**src/rtl/e203_sysmem_icb_sram_if.sv**
```systemverilog
// ICB command/response bundle for the system-memory SRAM port.
interface e203_sysmem_icb_sram_if #(
  parameter int AW = 32
);
  logic          icb_cmd_valid;
  logic          icb_cmd_ready;
  logic [AW-1:0] icb_cmd_addr;
  logic          icb_cmd_read;
  logic [31:0]   icb_cmd_wdata;
  logic [3:0]    icb_cmd_wmask;
  logic          icb_rsp_valid;
  logic          icb_rsp_ready;
  logic          icb_rsp_err;
  logic [31:0]   icb_rsp_rdata;

  modport master (
    output icb_cmd_valid, icb_cmd_addr, icb_cmd_read, icb_cmd_wdata, icb_cmd_wmask, icb_rsp_ready,
    input  icb_cmd_ready, icb_rsp_valid, icb_rsp_err, icb_rsp_rdata
  );
  modport slave (
    input  icb_cmd_valid, icb_cmd_addr, icb_cmd_read, icb_cmd_wdata, icb_cmd_wmask, icb_rsp_ready,
    output icb_cmd_ready, icb_rsp_valid, icb_rsp_err, icb_rsp_rdata
  );
endinterface

```
**src/rtl/e203_sysmem_icb_sram.sv**
```systemverilog
// ICB slave onto a 1-cycle-latency 32-bit SRAM with a small in-order response FIFO.
// Optional: E203_SYSMEM_MISALIGN_ERR_EN turns non-word-aligned addresses into error responses.
module e203_sysmem_icb_sram #(
  parameter int          AW        = 32,
  parameter logic [31:0] BASE_ADDR = 32'h8000_0000,
  parameter int          RAM_AW    = 14,
  parameter int          RSP_DEPTH = 2
) (
  input  logic                clk,
  input  logic                rst_n,
  e203_sysmem_icb_sram_if.slave icb,
  output logic                sram_cs,
  output logic                sram_we,
  output logic [3:0]          sram_wem,
  output logic [RAM_AW-1:0]   sram_addr,
  output logic [31:0]         sram_din,
  input  logic [31:0]         sram_dout,
  output logic                busy
);
  localparam int CW = $clog2(RSP_DEPTH + 1);
  localparam int PW = $clog2(RSP_DEPTH);
  localparam logic [AW-1:0] BASE = AW'(BASE_ADDR);

  logic          hs, pop, in_win;
  logic          s1_valid, s1_read, s1_err;
  logic [CW-1:0] fifo_cnt;
  logic [CW:0]   occ;
  logic [PW-1:0] wptr, rptr;
  logic          err_q   [RSP_DEPTH];
  logic [31:0]   rdata_q [RSP_DEPTH];
  logic          unused_addr_lo;

  function automatic logic [PW-1:0] nxt(input logic [PW-1:0] p);
    return (p == PW'(RSP_DEPTH - 1)) ? '0 : p + 1'b1;
  endfunction

  assign hs  = icb.icb_cmd_valid & icb.icb_cmd_ready;
  assign pop = icb.icb_rsp_valid & icb.icb_rsp_ready;

  // Entries in flight (s1) reserve a FIFO slot, so a push can never overflow.
  assign occ = {1'b0, fifo_cnt} + (CW+1)'(s1_valid) - (CW+1)'(pop);
  assign icb.icb_cmd_ready = (occ < (CW+1)'(RSP_DEPTH));

`ifdef E203_SYSMEM_MISALIGN_ERR_EN
  assign in_win = (icb.icb_cmd_addr[AW-1:RAM_AW+2] == BASE[AW-1:RAM_AW+2])
                & (icb.icb_cmd_addr[1:0] == 2'b00);
  assign unused_addr_lo = 1'b0;
`else
  assign in_win = (icb.icb_cmd_addr[AW-1:RAM_AW+2] == BASE[AW-1:RAM_AW+2]);
  assign unused_addr_lo = ^icb.icb_cmd_addr[1:0];
`endif

  assign sram_cs   = hs & in_win;
  assign sram_we   = ~icb.icb_cmd_read;
  assign sram_wem  = icb.icb_cmd_read ? 4'b0 : icb.icb_cmd_wmask;
  assign sram_addr = icb.icb_cmd_addr[RAM_AW+1:2];
  assign sram_din  = icb.icb_cmd_wdata;

  always_ff @(posedge clk) begin
    if (!rst_n) begin
      s1_valid <= 1'b0;
      s1_read  <= 1'b0;
      s1_err   <= 1'b0;
      fifo_cnt <= '0;
      wptr     <= '0;
      rptr     <= '0;
      for (int i = 0; i < RSP_DEPTH; i++) begin
        err_q[i]   <= 1'b0;
        rdata_q[i] <= 32'h0;
      end
    end else begin
      s1_valid <= hs;
      if (hs) begin
        s1_read <= icb.icb_cmd_read;
        s1_err  <= ~in_win;
      end
      // SRAM data is valid exactly in the s1 cycle, so it is captured here.
      if (s1_valid) begin
        err_q[wptr]   <= s1_err;
        rdata_q[wptr] <= (s1_read & ~s1_err) ? sram_dout : 32'h0;
        wptr          <= nxt(wptr);
      end
      if (pop) rptr <= nxt(rptr);
      case ({s1_valid, pop})
        2'b10:   fifo_cnt <= fifo_cnt + 1'b1;
        2'b01:   fifo_cnt <= fifo_cnt - 1'b1;
        default: fifo_cnt <= fifo_cnt;
      endcase
    end
  end

  assign icb.icb_rsp_valid = (fifo_cnt != '0);
  assign icb.icb_rsp_err   = icb.icb_rsp_valid ? err_q[rptr]   : 1'b0;
  assign icb.icb_rsp_rdata = icb.icb_rsp_valid ? rdata_q[rptr] : 32'h0;
  assign busy = s1_valid | (fifo_cnt != '0);
endmodule

```
**src/flat_wrapper.sv**
```systemverilog
// flat-port wrapper written by rule: the top's interface ports become plain ports
module e203_sysmem_icb_sram_flat 
#(
  parameter int          AW        = 32,
  parameter logic [31:0] BASE_ADDR = 32'h8000_0000,
  parameter int          RAM_AW    = 14,
  parameter int          RSP_DEPTH = 2
)
  (clk, rst_n, sram_cs, sram_we, sram_wem, sram_addr, sram_din, sram_dout, busy, icb_icb_cmd_valid, icb_icb_cmd_addr, icb_icb_cmd_read, icb_icb_cmd_wdata, icb_icb_cmd_wmask, icb_icb_rsp_ready, icb_icb_cmd_ready, icb_icb_rsp_valid, icb_icb_rsp_err, icb_icb_rsp_rdata);
  e203_sysmem_icb_sram_if #(.AW(AW)) icb_i ();
  input  logic clk;
  input  logic rst_n;
  output logic sram_cs;
  output logic sram_we;
  output logic [3:0] sram_wem;
  output logic [RAM_AW-1:0] sram_addr;
  output logic [31:0] sram_din;
  input  logic [31:0] sram_dout;
  output logic busy;
  input wire logic [$bits(icb_i.icb_cmd_valid)-1:0] icb_icb_cmd_valid;
  input wire logic [$bits(icb_i.icb_cmd_addr)-1:0] icb_icb_cmd_addr;
  input wire logic [$bits(icb_i.icb_cmd_read)-1:0] icb_icb_cmd_read;
  input wire logic [$bits(icb_i.icb_cmd_wdata)-1:0] icb_icb_cmd_wdata;
  input wire logic [$bits(icb_i.icb_cmd_wmask)-1:0] icb_icb_cmd_wmask;
  input wire logic [$bits(icb_i.icb_rsp_ready)-1:0] icb_icb_rsp_ready;
  output wire logic [$bits(icb_i.icb_cmd_ready)-1:0] icb_icb_cmd_ready;
  output wire logic [$bits(icb_i.icb_rsp_valid)-1:0] icb_icb_rsp_valid;
  output wire logic [$bits(icb_i.icb_rsp_err)-1:0] icb_icb_rsp_err;
  output wire logic [$bits(icb_i.icb_rsp_rdata)-1:0] icb_icb_rsp_rdata;
  assign icb_i.icb_cmd_valid = icb_icb_cmd_valid;
  assign icb_i.icb_cmd_addr = icb_icb_cmd_addr;
  assign icb_i.icb_cmd_read = icb_icb_cmd_read;
  assign icb_i.icb_cmd_wdata = icb_icb_cmd_wdata;
  assign icb_i.icb_cmd_wmask = icb_icb_cmd_wmask;
  assign icb_i.icb_rsp_ready = icb_icb_rsp_ready;
  assign icb_icb_cmd_ready = icb_i.icb_cmd_ready;
  assign icb_icb_rsp_valid = icb_i.icb_rsp_valid;
  assign icb_icb_rsp_err = icb_i.icb_rsp_err;
  assign icb_icb_rsp_rdata = icb_i.icb_rsp_rdata;
  e203_sysmem_icb_sram #(.AW(AW), .BASE_ADDR(BASE_ADDR), .RAM_AW(RAM_AW), .RSP_DEPTH(RSP_DEPTH)) u_core (.clk(clk), .rst_n(rst_n), .icb(icb_i), .sram_cs(sram_cs), .sram_we(sram_we), .sram_wem(sram_wem), .sram_addr(sram_addr), .sram_din(sram_din), .sram_dout(sram_dout), .busy(busy));
endmodule
```
**config.mk**
```make
export PLATFORM = sky130hd
export DESIGN_NAME = e203_sysmem_icb_sram_flat
export DESIGN_NICKNAME = d
export VERILOG_FILES = /design/src/rtl/e203_sysmem_icb_sram_if.sv /design/src/rtl/e203_sysmem_icb_sram.sv /design/src/flat_wrapper.sv
export SDC_FILE = /design/constraint.sdc
export NUM_CORES = 1
export LEC_CHECK = 0
export CORE_MARGIN = 2
export CORE_UTILIZATION = 37
export DETAILED_ROUTE_END_ITERATION = 8
export PLACE_DENSITY = 0.78
export SLEW_MARGIN = 20
export SYNTH_ARGS = -nofsm -noshare
export SYNTH_HDL_FRONTEND = slang
export SYNTH_SLANG_ARGS = --single-unit
```
**constraint.sdc**
```tcl
create_clock -name clk -period 1.7 [get_ports clk]
set_input_delay 0.17 -clock clk [delete_from_list [all_inputs] [get_ports clk]]
set_output_delay 0.17 -clock clk [all_outputs]
set_load 0.1 [all_outputs]
```
# Word level (Yosys, flattened, before mapping)
# Memory sizes are Yosys's and may differ from the RTL's. A register that Yosys moved wholly into a read port is not among the register bits.
# Index checks and enable logic that the tools add are counted.
[word_totals] ramBits=66 n_memories=2 wordCells=51 reg_bits=7 out_inout_bits=88
[op_classes] eq_ne=3 reduce_logical=4 bitwise_logic=8 add_sub_neg=6 mux=21 order_cmp=1
[memory_table] memory="u_core.rdata_q" words=2 width=32 rd=1 rd_ports_with_merged_regs=1 write_ports=2 line="e203_sysmem_icb_sram.sv:30" text="logic [31:0] rdata_q [RSP_DEPTH];"
[memory_table] memory="u_core.err_q" words=2 width=1 rd=1 rd_ports_with_merged_regs=1 write_ports=2 line="e203_sysmem_icb_sram.sv:29" text="logic err_q [RSP_DEPTH];"
[op_table] op="$mux 32" count=3
[op_table] op="$reduce_or 32->1" count=1
[op_table] op="$eq 16x16->1 const B" count=1
[op_table] op="$mux 1" count=16
[op_table] op="$and 1x1->1" count=4
[op_table] op="$mux 4" count=1
[op_table] op="$pmux 2 s2" count=1
[op_table] op="$reduce_bool 2->1" count=2
[op_table] op="$add 2x1->3" count=1
[op_table] op="$lt 3x2->1 const B" count=1
[op_table] op="$not 1->1" count=3
[op_table] op="$sub 3x1->3" count=1
[op_table] op="$add 1x1->1 const B" count=2
[op_table] op="$add 2x1->2 const B" count=1
[op_table] op="$eq 2x1->1 const B" count=1
[op_table] op="$eq 2x2->1 const B" count=1
[op_table] op="$sub 2x1->2 const B" count=1
[op_table] op="$or 1x1->1" count=1
[op_table] op="$reduce_or 1->1" count=1

# Logic depth before layout (Yosys ltp)
# Gate-level depths: netlist (run 1).
[logic_depth] depth_word=6 depth_mapped=8

# Worst setup path after synthesis (run 1)
# OpenSTA, ideal clock, no wires.
[synth_timing] path_type="reg2out" startpoint="register u_core.fifo_cnt[1]" endpoint="output port sram_cs" t_required_ns=1.530 stages_incl_launch_ff=9 path_slack_ns=-1.400 path_buffers=1 t_arrival_ns=2.930 path_cell_list="dfxtp_1 -> buf_6 -> o21ai_1 -> or2_2 -> inv_1 -> fa_1 -> xnor2_4 -> nand3_1 -> nor2b_1"
[synth_between] elab_chain_cells=6 word_cells_on_any_way=7 classes_between="add/sub: 2; order compare: 1; bitwise: 3; reduce/logical: 1"
[synth_lines] element="start: declaration" line="e203_sysmem_icb_sram.sv:26" text="logic [CW-1:0] fifo_cnt;"
[synth_lines] element="start signal: assignment" line="e203_sysmem_icb_sram.sv:85" text="2'b10: fifo_cnt <= fifo_cnt + 1'b1;"
[synth_lines] element="start signal: assignment" line="e203_sysmem_icb_sram.sv:86" text="2'b01: fifo_cnt <= fifo_cnt - 1'b1;"
[synth_lines] element="start signal: assignment" line="e203_sysmem_icb_sram.sv:87" text="default: fifo_cnt <= fifo_cnt;"
[synth_lines] element="branches (longest 2 deep; another with $add 2x1->3)"
[synth_lines] element="$sub 3x1->3 (*)" line="e203_sysmem_icb_sram.sv:41" text="assign occ = {1'b0, fifo_cnt} + (CW+1)'(s1_valid) - (CW+1)'(pop);"
[synth_lines] element="$lt 3x2->1 (*)" line="e203_sysmem_icb_sram.sv:42" text="assign icb.icb_cmd_ready = (occ < (CW+1)'(RSP_DEPTH));"
[synth_lines] element="$and 1x1->1 (*)" line="e203_sysmem_icb_sram.sv:37" text="assign hs = icb.icb_cmd_valid & icb.icb_cmd_ready;"
[synth_lines] element="$and 1x1->1 (*)" line="e203_sysmem_icb_sram.sv:53" text="assign sram_cs = hs & in_win;"
[synth_lines] element="end: declaration" line="flat_wrapper.sv:13" text="output logic sram_cs;"
# Mark *: on every way between the ends.

# Worst setup path in the final report (run 1)
[layout_timing] startpoint="register u_core.fifo_cnt[0]" endpoint="output port sram_cs"
# The elaborated chain is that of the path after synthesis.

==> impl_metrics.prom, run 1 <==
# TYPE chip_impl_metric gauge
chip_impl_info{name="critical_path.endpoint_type",value="output pin"} 1
chip_impl_metric{name="critical_path_required_time",unit="ns"} 1.53
chip_impl_metric{name="worstSkewPairLatency",unit="ns"} 0.35
chip_impl_metric{name="via_count_of_the_first_global_routing_pass",unit=""} 2989
chip_impl_metric{name="grt_start_max_net_pins",unit=""} 65
chip_impl_metric{name="post-route-min-period",unit="ns"} 2.192
chip_impl_info{name="hp-class",value="input port to output pin"} 1
chip_impl_metric{name="gp_congestion",unit=""} 0.7587
chip_impl_metric{name="finalWirelength",unit="mm"} 9.860
chip_impl_metric{name="die-area",unit="sq um"} 11360
chip_impl_info{name="synth_top_cells_by_area",value="sky130_fd_sc_hd__edfxtp_1, sky130_fd_sc_hd__and3_1, sky130_fd_sc_hd__buf_4, sky130_fd_sc_hd__mux2i_1, sky130_fd_sc_hd__dfxtp_1"} 1
chip_impl_info{name="yosysTopAreaCell",value="sky130_fd_sc_hd__edfxtp_1"} 1
chip_impl_metric{name="htree_num_levels",unit=""} 3
chip_impl_metric{name="core_area",unit="sq um"} 10280
chip_impl_metric{name="synth_enable_flop_cells",unit=""} 64
chip_impl_info{name="timing.critical_path.slowest_stage_cell",value="sky130_fd_sc_hd__fa_2"} 1
chip_impl_metric{name="design.final.nets",unit=""} 519
chip_impl_metric{name="crit_path_max_incr_delay",unit="ns"} 0.37
chip_impl_metric{name="ir_drop",unit="mV"} 0.7119
chip_impl_metric{name="final-hold-violation-count",unit=""} 0
chip_impl_metric{name="pin_count",unit=""} 193
chip_impl_metric{name="p_leak",unit="nW"} 2.353
chip_impl_info{name="violations",value="negative setup slack"} 1
chip_impl_info{name="crit_type",value="register to output pin"} 1
chip_impl_metric{name="start_util",unit="%"} 37.87
chip_impl_info{name="cts.root.buffer_cell",value="sky130_fd_sc_hd__clkbuf_8"} 1
chip_impl_metric{name="detailedRoute.firstPassIterationCount",unit=""} 4
chip_impl_metric{name="via_count",unit=""} 2790
chip_impl_metric{name="critical_path_arrival",unit="ns"} 2.02
chip_impl_metric{name="cts_hold_buffers",unit=""} 0
chip_impl_metric{name="place.port_buffers",unit=""} 98
chip_impl_metric{name="netlist-cell-type-count",unit=""} 41
chip_impl_metric{name="die_width",unit="um"} 106.6
chip_impl_metric{name="synth_area_per_cell",unit="sq um"} 11.58
chip_impl_info{name="status",value="complete, but fails checks"} 1
chip_impl_metric{name="flow.area_growth_from_synthesis",unit="%"} 53.26
chip_impl_metric{name="timing.slew.headroom",unit="%"} 56.81
chip_impl_metric{name="postLayoutSetupSlackWorst",unit="ns"} -0.4915
chip_impl_metric{name="pwr_density_cell",unit="nW/um^2"} 1152
chip_impl_info{name="unrepaired_setup_endpoints_after_global_routing",value="yes"} 1
chip_impl_metric{name="setup_skew_after_layout",unit="ns"} 0.01043
chip_impl_metric{name="finalSetupTns",unit="ns"} -4.050
chip_impl_metric{name="worst_pin_slew",unit="ns"} 0.6464
chip_impl_metric{name="route.detailed.vias_per_inst",unit=""} 5.045
chip_impl_metric{name="cts_buffer_depth",unit=""} 2
chip_impl_metric{name="gr_ovfl_total",unit=""} 0
chip_impl_metric{name="worst-path-max-fanout",unit=""} 3
chip_impl_metric{name="synthesis.yosys.warnings",unit=""} 0
chip_impl_metric{name="fillers",unit=""} 843
chip_impl_metric{name="setup_violations",unit=""} 37
chip_impl_metric{name="grt_antenna_before_repair",unit=""} 0
chip_impl_metric{name="mappedNetlistNets",unit=""} 443
chip_impl_metric{name="syn-instance-count",unit=""} 336
chip_impl_metric{name="synth.cell_area",unit="sq um"} 3892
chip_impl_metric{name="timing.fmax",unit="MHz"} 456.3
chip_impl_metric{name="post-dp-hpwl",unit="mm"} 6.358
chip_impl_metric{name="number_of_max_capacitance_violations_reported",unit=""} 0
chip_impl_metric{name="dr.first_iter.drc_count",unit=""} 116
chip_impl_info{name="crit_family",value="simple AND/OR/NAND/NOR gates"} 1
chip_impl_metric{name="timing.critical_path.buf_inv",unit=""} 2
chip_impl_metric{name="die_h",unit="um"} 106.6
chip_impl_info{name="timing.critical_path.from_type",value="register"} 1
chip_impl_metric{name="synth.top_cell.area_share",unit="%"} 49.37
chip_impl_metric{name="drive_above_1_share",unit="%"} 35.01
chip_impl_metric{name="rows",unit=""} 37
chip_impl_metric{name="detail_route.drc_violations",unit=""} 0
chip_impl_metric{name="ant_nets",unit=""} 0
chip_impl_metric{name="fin_crit_sh",unit="%"} 128.9
chip_impl_metric{name="gr-usage-all-layers",unit="%"} 17.10
chip_impl_info{name="synth_top_flop_cell",value="sky130_fd_sc_hd__edfxtp_1"} 1
chip_impl_metric{name="synth_seq_area_share",unit="%"} 54.52
chip_impl_metric{name="ys_ff_latch",unit=""} 74
chip_impl_metric{name="route.detailed.wl_per_inst",unit="um"} 17.83
chip_impl_metric{name="timing_max_transition_violations_final",unit=""} 0
chip_impl_info{name="crit_chain",value="o21ai_2 -> or2_4 -> inv_2 -> fa_2 -> xnor2_4 -> nand3_2 -> nor2b_4 -> buf_12"} 1
chip_impl_metric{name="clkSinkCount",unit=""} 74
chip_impl_metric{name="clkTransAtPathRegs",unit="ns"} 0.08
chip_impl_metric{name="finalHoldWorstSlack",unit="ns"} 0.3400
chip_impl_metric{name="grt_first_pass_wirelength",unit="mm"} 14.92
chip_impl_info{name="clock_tree_from_tritoncts",value="done"} 1
chip_impl_metric{name="place_worst_setup_slack",unit="ns"} -0.5087
chip_impl_metric{name="synthArstFlopShare",unit="%"} 0
chip_impl_metric{name="cts-buffers-inserted",unit=""} 9
chip_impl_metric{name="insertedDiodeCount",unit=""} 0
[synthesized netlist by cell type, drive strengths merged, types with 2 or more instances]
library cell / count
mux2i: 33
xor2: 2
o21ai: 4
buf: 59
edfxtp: 64
a21oi: 4
nor2b: 6
nand3: 2
and3: 65
a31oi: 2
and2: 2
inv: 6
nor4: 3
nor2: 40
nand2b: 4
dfxtp: 10
nand2: 5
clkbuf: 10
[per-stage QoR]
| stage | utilization, % | instances | power (W) | instance area [sq um] |
|---|---|---|---|---|
| finish | 58.05 | 553 | 0.006873 | 5966 |
| CTS | 57.48 | 547 | 0.006844 | 5907 |
| global route | 58.05 | 553 | 0.007113 | 5966 |
| detailed placement | 53.10 | 520 | 0.004902 | 5458 |
| floorplan | - | 336 | 0.004445 | 4153 |
| global placement | 53.10 | 520 | 0.004842 | 5458 |
[state kept, by name (all words and copies together) (netlist names), named ones only]
register and flops:
u_core.rptr 1, u_core.fifo_cnt 2, u_core.s1_read 1, u_core.s1_err 1, u_core.rdata_q 64, u_core.s1_valid 1, u_core.err_q 2, u_core.wptr 1
[path summary, 6_finish.rpt]
path	from	to	slack, ns	cells after the start
worst max-delay path	u_core.fifo_cnt[0]	sram_cs	-0.49	8
worst min-delay path	icb_icb_cmd_addr[2]	sram_addr[0]	0.34	0
worst max register to register	u_core.fifo_cnt[0]	u_core.s1_err	-0.28	10
worst min register to register	u_core.err_q[1]	u_core.err_q[1]	0.47	2
[cell families after synthesis]
kind of cell	share of synthesized area [%]
adder cells (fa/ha/maj)	0.8357
AND/OR/NAND/NOR	19.48
XOR/XNOR	1.157
AO/OA/AOI/OAI	2.411
flip-flops	54.52
multiplexers	8.486
buffers and inverters	13.11
[worst register-to-register path, cell delays in order, from the launching register on]
cell                       delay, ns
sky130_fd_sc_hd__dfxtp_2        0.34
sky130_fd_sc_hd__o21ai_2        0.15
sky130_fd_sc_hd__or2_4          0.15
sky130_fd_sc_hd__inv_2          0.04
sky130_fd_sc_hd__fa_2           0.37
sky130_fd_sc_hd__xnor2_4        0.17
sky130_fd_sc_hd__buf_4          0.13
sky130_fd_sc_hd__buf_4          0.12
sky130_fd_sc_hd__buf_4          0.13
sky130_fd_sc_hd__a31oi_1        0.21
sky130_fd_sc_hd__a311oi_2       0.07
[metal layers]
layer  up-vias  track usage, %  part of all wire (%)
li1       1299               -                     -
met1      1349           16.96                    34
met2       114           33.12                    56
met3        28           5.532                   7.7
met4         0           5.751                   1.6
met5         -               0                     0
[power breakdown]
part           internal, W  total [W]  switching (W)
clock             0.000981    0.00167       0.000687
combinational      0.00123    0.00300        0.00177
sequential         0.00214    0.00221      0.0000696
[placed cells by master, fill, tap and decap left out, drive strengths merged]
cell	netlist	layout
and3	65	65
a311oi	1	1
or2	1	1
nand3b	1	1
dlymetal6s2s	0	1
a31o	1	1
and4bb	1	1
o21ai	4	4
clkdlybuf4s50	0	55
nor4	3	3
a21o	1	1
nand3	2	2
fa	1	1
a32o	1	1
buf	59	77
ha	1	1
edfxtp	64	64
inv	6	6
nor3b	1	1
and2	2	2
clkinv	0	2
nand4	1	1
nor2	40	41
dfxtp	10	10
clkbuf	10	10
and4	1	1
nand2b	4	4
a31oi	2	2
clkinvlp	0	1
nand2	5	5
nor2b	6	6
xnor2	1	1
a21oi	4	4
xor2	2	2
bufinv	0	3
or3	1	1
nor4b	1	1
mux2i	33	33
[repair_timing]
item / in CTS / in global routing
endpoints found under the hold margin: 0 / 0
pin swaps: 31 / 10
endpoints found under the setup margin: 38 / 100
resized for setup: 14 / 10
buffers inserted: 7 / 7
cloned: 4 / 1
[area by class of cell]
type	count	area (sq um)	share of cell area [%]
Timing Repair Buffer	133	1847	30.96
Clock inverter	6	115.1	1.930
Multi-Input combinational cell	188	1554	26.05
Tap cell	136	170.2	2.852
Clock buffer	10	127.6	2.139
Inverter	6	25.02	0.4195
Sequential cell	74	2127	35.65
Note: power is estimated with default switching activity, not from simulation.
==> run 2, diff against run 1 <==
--- a/config.mk
+++ b/config.mk
@@ -5,7 +5,7 @@
 export SDC_FILE = /design/constraint.sdc
 export NUM_CORES = 1
 export LEC_CHECK = 0
-export CORE_MARGIN = 2
+export CORE_MARGIN = 1.5
 export CORE_UTILIZATION = 37
 export DETAILED_ROUTE_END_ITERATION = 8
 export PLACE_DENSITY = 0.78
==> run 2 against run 1 <==
Net effect: the flow still finishes with violations (negative setup slack); combinational power fell by 1%; first-iteration DRC count fell by 51%; global-route usage is 0.75 points lower; critical path depth decreased by 2; fmax is 1.0% higher; sequential cell count is the same; final area increased by 0.38%; largest power group unchanged; highest routed layer unchanged.
==> impl_metrics.prom, run 2 (synthesis gave the netlist of run 1 again) <==
# TYPE chip_impl_metric gauge
chip_impl_info{name="largestRegisters",value="u_core.rdata_q: 64 flops, u_core.err_q: 2 flops, u_core.fifo_cnt: 2 flops"} 1
chip_impl_info{name="crit_start",value="u_core.s1_valid"} 1
chip_impl_metric{name="crit_path_max_incr_delay",unit="ns"} 0.59
chip_impl_metric{name="fin_total_pwr",unit="W"} 0.006976
chip_impl_metric{name="timing.reg2reg.worst_path_depth",unit=""} 9
chip_impl_metric{name="cts-buffers-inserted",unit=""} 9
chip_impl_metric{name="clkPwrFrac",unit="%"} 25.9
chip_impl_metric{name="worst_pin_slew",unit="ns"} 0.6844
chip_impl_metric{name="timing.slew.headroom",unit="%"} 54.27
chip_impl_metric{name="sequentialPowerShare",unit="%"} 31.6
chip_impl_metric{name="non_filler_cell_area_final",unit="sq um"} 5988
chip_impl_info{name="cts.root.buffer_cell",value="sky130_fd_sc_hd__clkbuf_8"} 1
chip_impl_metric{name="fin_crit_sh",unit="%"} 127.6
chip_impl_info{name="regToRegEndpoint",value="u_core.s1_err"} 1
chip_impl_metric{name="postLayoutSetupSlackWorst",unit="ns"} -0.4689
chip_impl_metric{name="route.detailed.vias_per_inst",unit=""} 4.976
chip_impl_metric{name="detail_route.drc_violations",unit=""} 0
chip_impl_info{name="most-common-layout-cells",value="sky130_fd_sc_hd__and3_1, sky130_fd_sc_hd__edfxtp_1, sky130_fd_sc_hd__clkdlybuf4s50_1, sky130_fd_sc_hd__buf_12, sky130_fd_sc_hd__nor2_4"} 1
chip_impl_metric{name="critical_path_arrival",unit="ns"} 2.00
chip_impl_metric{name="flip_flop_count_of_the_largest_register_after_layout",unit=""} 64
chip_impl_metric{name="via_count_of_the_first_global_routing_pass",unit=""} 2859
chip_impl_metric{name="gr-usage-all-layers",unit="%"} 16.35
chip_impl_metric{name="comb_power_share",unit="%"} 42.5
chip_impl_metric{name="grt_first_pass_wirelength",unit="mm"} 14.14
chip_impl_info{name="worst_r2r_startpoint",value="u_core.s1_valid"} 1
chip_impl_metric{name="p_int",unit="W"} 0.004481
chip_impl_metric{name="clkTransAtPathRegs",unit="ns"} 0.08
chip_impl_metric{name="grt_antenna_before_repair",unit=""} 0
chip_impl_metric{name="post-route-min-period",unit="ns"} 2.169
chip_impl_info{name="crit_chain",value="xor2_1 -> nand2_1 -> fa_2 -> nand3_2 -> nor2b_4 -> buf_12"} 1
chip_impl_info{name="layout_commonest_cell",value="sky130_fd_sc_hd__and3_1"} 1
chip_impl_info{name="timing.critical_path.from_type",value="register"} 1
chip_impl_metric{name="numPlacedInstances",unit=""} 521
chip_impl_metric{name="sw_frac_of_total",unit="%"} 35.77
chip_impl_info{name="crit_type",value="register to output pin"} 1
chip_impl_metric{name="timing.fmax",unit="MHz"} 461.1
chip_impl_metric{name="ir_drop",unit="mV"} 0.8911
chip_impl_metric{name="dr.first_iter.drc_count",unit=""} 57
chip_impl_metric{name="finalWirelength",unit="mm"} 9.323
chip_impl_metric{name="start_util",unit="%"} 37.87
chip_impl_metric{name="via_count",unit=""} 2742
chip_impl_metric{name="timing.hold.worst_path_depth",unit=""} 0
chip_impl_metric{name="pwr_density_cell",unit="nW/um^2"} 1165
chip_impl_metric{name="die-area",unit="sq um"} 11150
chip_impl_metric{name="post-dp-hpwl",unit="mm"} 5.953
chip_impl_metric{name="design.final.nets",unit=""} 517
chip_impl_metric{name="cts_buffer_depth",unit=""} 2
chip_impl_metric{name="rrSetupSlack",unit="ns"} -0.25
chip_impl_metric{name="pin_count",unit=""} 193
chip_impl_metric{name="final-hold-violation-count",unit=""} 0
chip_impl_metric{name="core_area",unit="sq um"} 10280
chip_impl_info{name="clock_tree_from_tritoncts",value="done"} 1
chip_impl_info{name="critical_path.endpoint_type",value="output pin"} 1
chip_impl_metric{name="insertedDiodeCount",unit=""} 0
chip_impl_metric{name="finish.cell_count_without_fillers",unit=""} 551
chip_impl_metric{name="grt_start_max_net_pins",unit=""} 65
chip_impl_metric{name="place_worst_setup_slack",unit="ns"} -0.5168
chip_impl_info{name="holdCritStartpoint",value="icb_icb_cmd_addr[15]"} 1
chip_impl_metric{name="die_h",unit="um"} 105.6
chip_impl_metric{name="gp_congestion",unit=""} 0.7444
chip_impl_metric{name="clkSinkCount",unit=""} 74
chip_impl_metric{name="critical_path_required_time",unit="ns"} 1.53
chip_impl_info{name="min_delay_worst_endpoint",value="sram_addr[13]"} 1
chip_impl_metric{name="place.port_buffers",unit=""} 98
chip_impl_metric{name="flow.area_growth_from_synthesis",unit="%"} 53.84
chip_impl_info{name="status",value="complete, but fails checks"} 1
chip_impl_metric{name="htree_num_levels",unit=""} 3
chip_impl_metric{name="die_width",unit="um"} 105.6
chip_impl_metric{name="worstSkewPairLatency",unit="ns"} 0.34
chip_impl_metric{name="gr_ovfl_total",unit=""} 0
chip_impl_info{name="timing.critical_path.slowest_stage_cell",value="sky130_fd_sc_hd__fa_2"} 1
chip_impl_metric{name="rows",unit=""} 37
chip_impl_metric{name="finalSetupTns",unit="ns"} -2.583
chip_impl_metric{name="placed_cell_area",unit="sq um"} 5490
chip_impl_metric{name="route.detailed.wl_per_inst",unit="um"} 16.92
chip_impl_metric{name="number_of_max_capacitance_violations_reported",unit=""} 0
chip_impl_metric{name="ant_nets",unit=""} 0
chip_impl_info{name="unrepaired_setup_endpoints_after_global_routing",value="yes"} 1
chip_impl_metric{name="p_switching",unit="W"} 0.002495
chip_impl_info{name="violations",value="negative setup slack"} 1
chip_impl_metric{name="timing_max_transition_violations_final",unit=""} 0
chip_impl_metric{name="detailedRoute.firstPassIterationCount",unit=""} 4
chip_impl_metric{name="setup_skew_after_layout",unit="ns"} 0.006981
chip_impl_metric{name="setup_violations",unit=""} 32
chip_impl_metric{name="p_leak",unit="nW"} 2.358
chip_impl_info{name="max_flop_register",value="u_core.rdata_q"} 1
chip_impl_metric{name="drive_above_1_share",unit="%"} 34.70
chip_impl_metric{name="timing.critical_path.buf_inv",unit=""} 1
chip_impl_info{name="hp-class",value="input port to output pin"} 1
chip_impl_info{name="crit_family",value="adder cells"} 1
chip_impl_metric{name="worst-path-max-fanout",unit=""} 3
run 2: cell count changes in the layout (fill, tap and decap cells not counted), sizes merged:
cell,before,now
inv,6,7
buf,77,75
clkinvlp,1,0
bufinv,3,4
clkinv,2,1
run 2: repair_timing:
action                     4_1_cts  5_1_grt
resized for setup               15       14
pin swaps                       20       11
buffers inserted                10        1
cloned                           4        1
setup endpoints to repair       38       88
hold buffers                     0        0
run 2: worst max path at each step:
stage               depth (start not counted)       to
finish                                      6  sram_cs
global route                                7  sram_cs
CTS                                         7  sram_cs
detailed placement                          8  sram_cs
global placement                            8  sram_cs
floorplan                                   8  sram_cs
run 2: cell type report:
class	instances	area, sq um
clock buffer	10	127.6
clock inverter	6	137.6
fill	833	4289
inverter	6	25.02
multi-input combinational	188	1554
sequential	74	2127
tap	136	170.2
timing repair buffer	131	1847
run 2: stage by stage:
stage               utilization (%)  hold WS (ns)
finish                        58.27        0.3400
global route                  58.27        0.3401
CTS                           58.14        0.3407
detailed placement            53.42        0.3407
global placement              53.42        0.3407
floorplan                         -        0.2867
run 2: power groups by stage:
stage                     Combinational [W]  Clock, W  Sequential [W]
after floorplan                     0.00222         0         0.00222
after detailed placement            0.00267         0         0.00224
after global placement              0.00263         0         0.00223
after CTS                           0.00297   0.00183         0.00220
final                               0.00296   0.00181         0.00221
after global routing                0.00308   0.00189         0.00222
run 2: layer usage:
metal	wire length, um	GRT usage, %	vias to the layer above	share of wire (%)
met1	3795	18.84	1332	41
met4	182	6.081	0	2.0
met2	4859	29.04	88	52
met3	486	4.391	23	5.2
li1	-	-	1299	-
met5	0	0	-	0
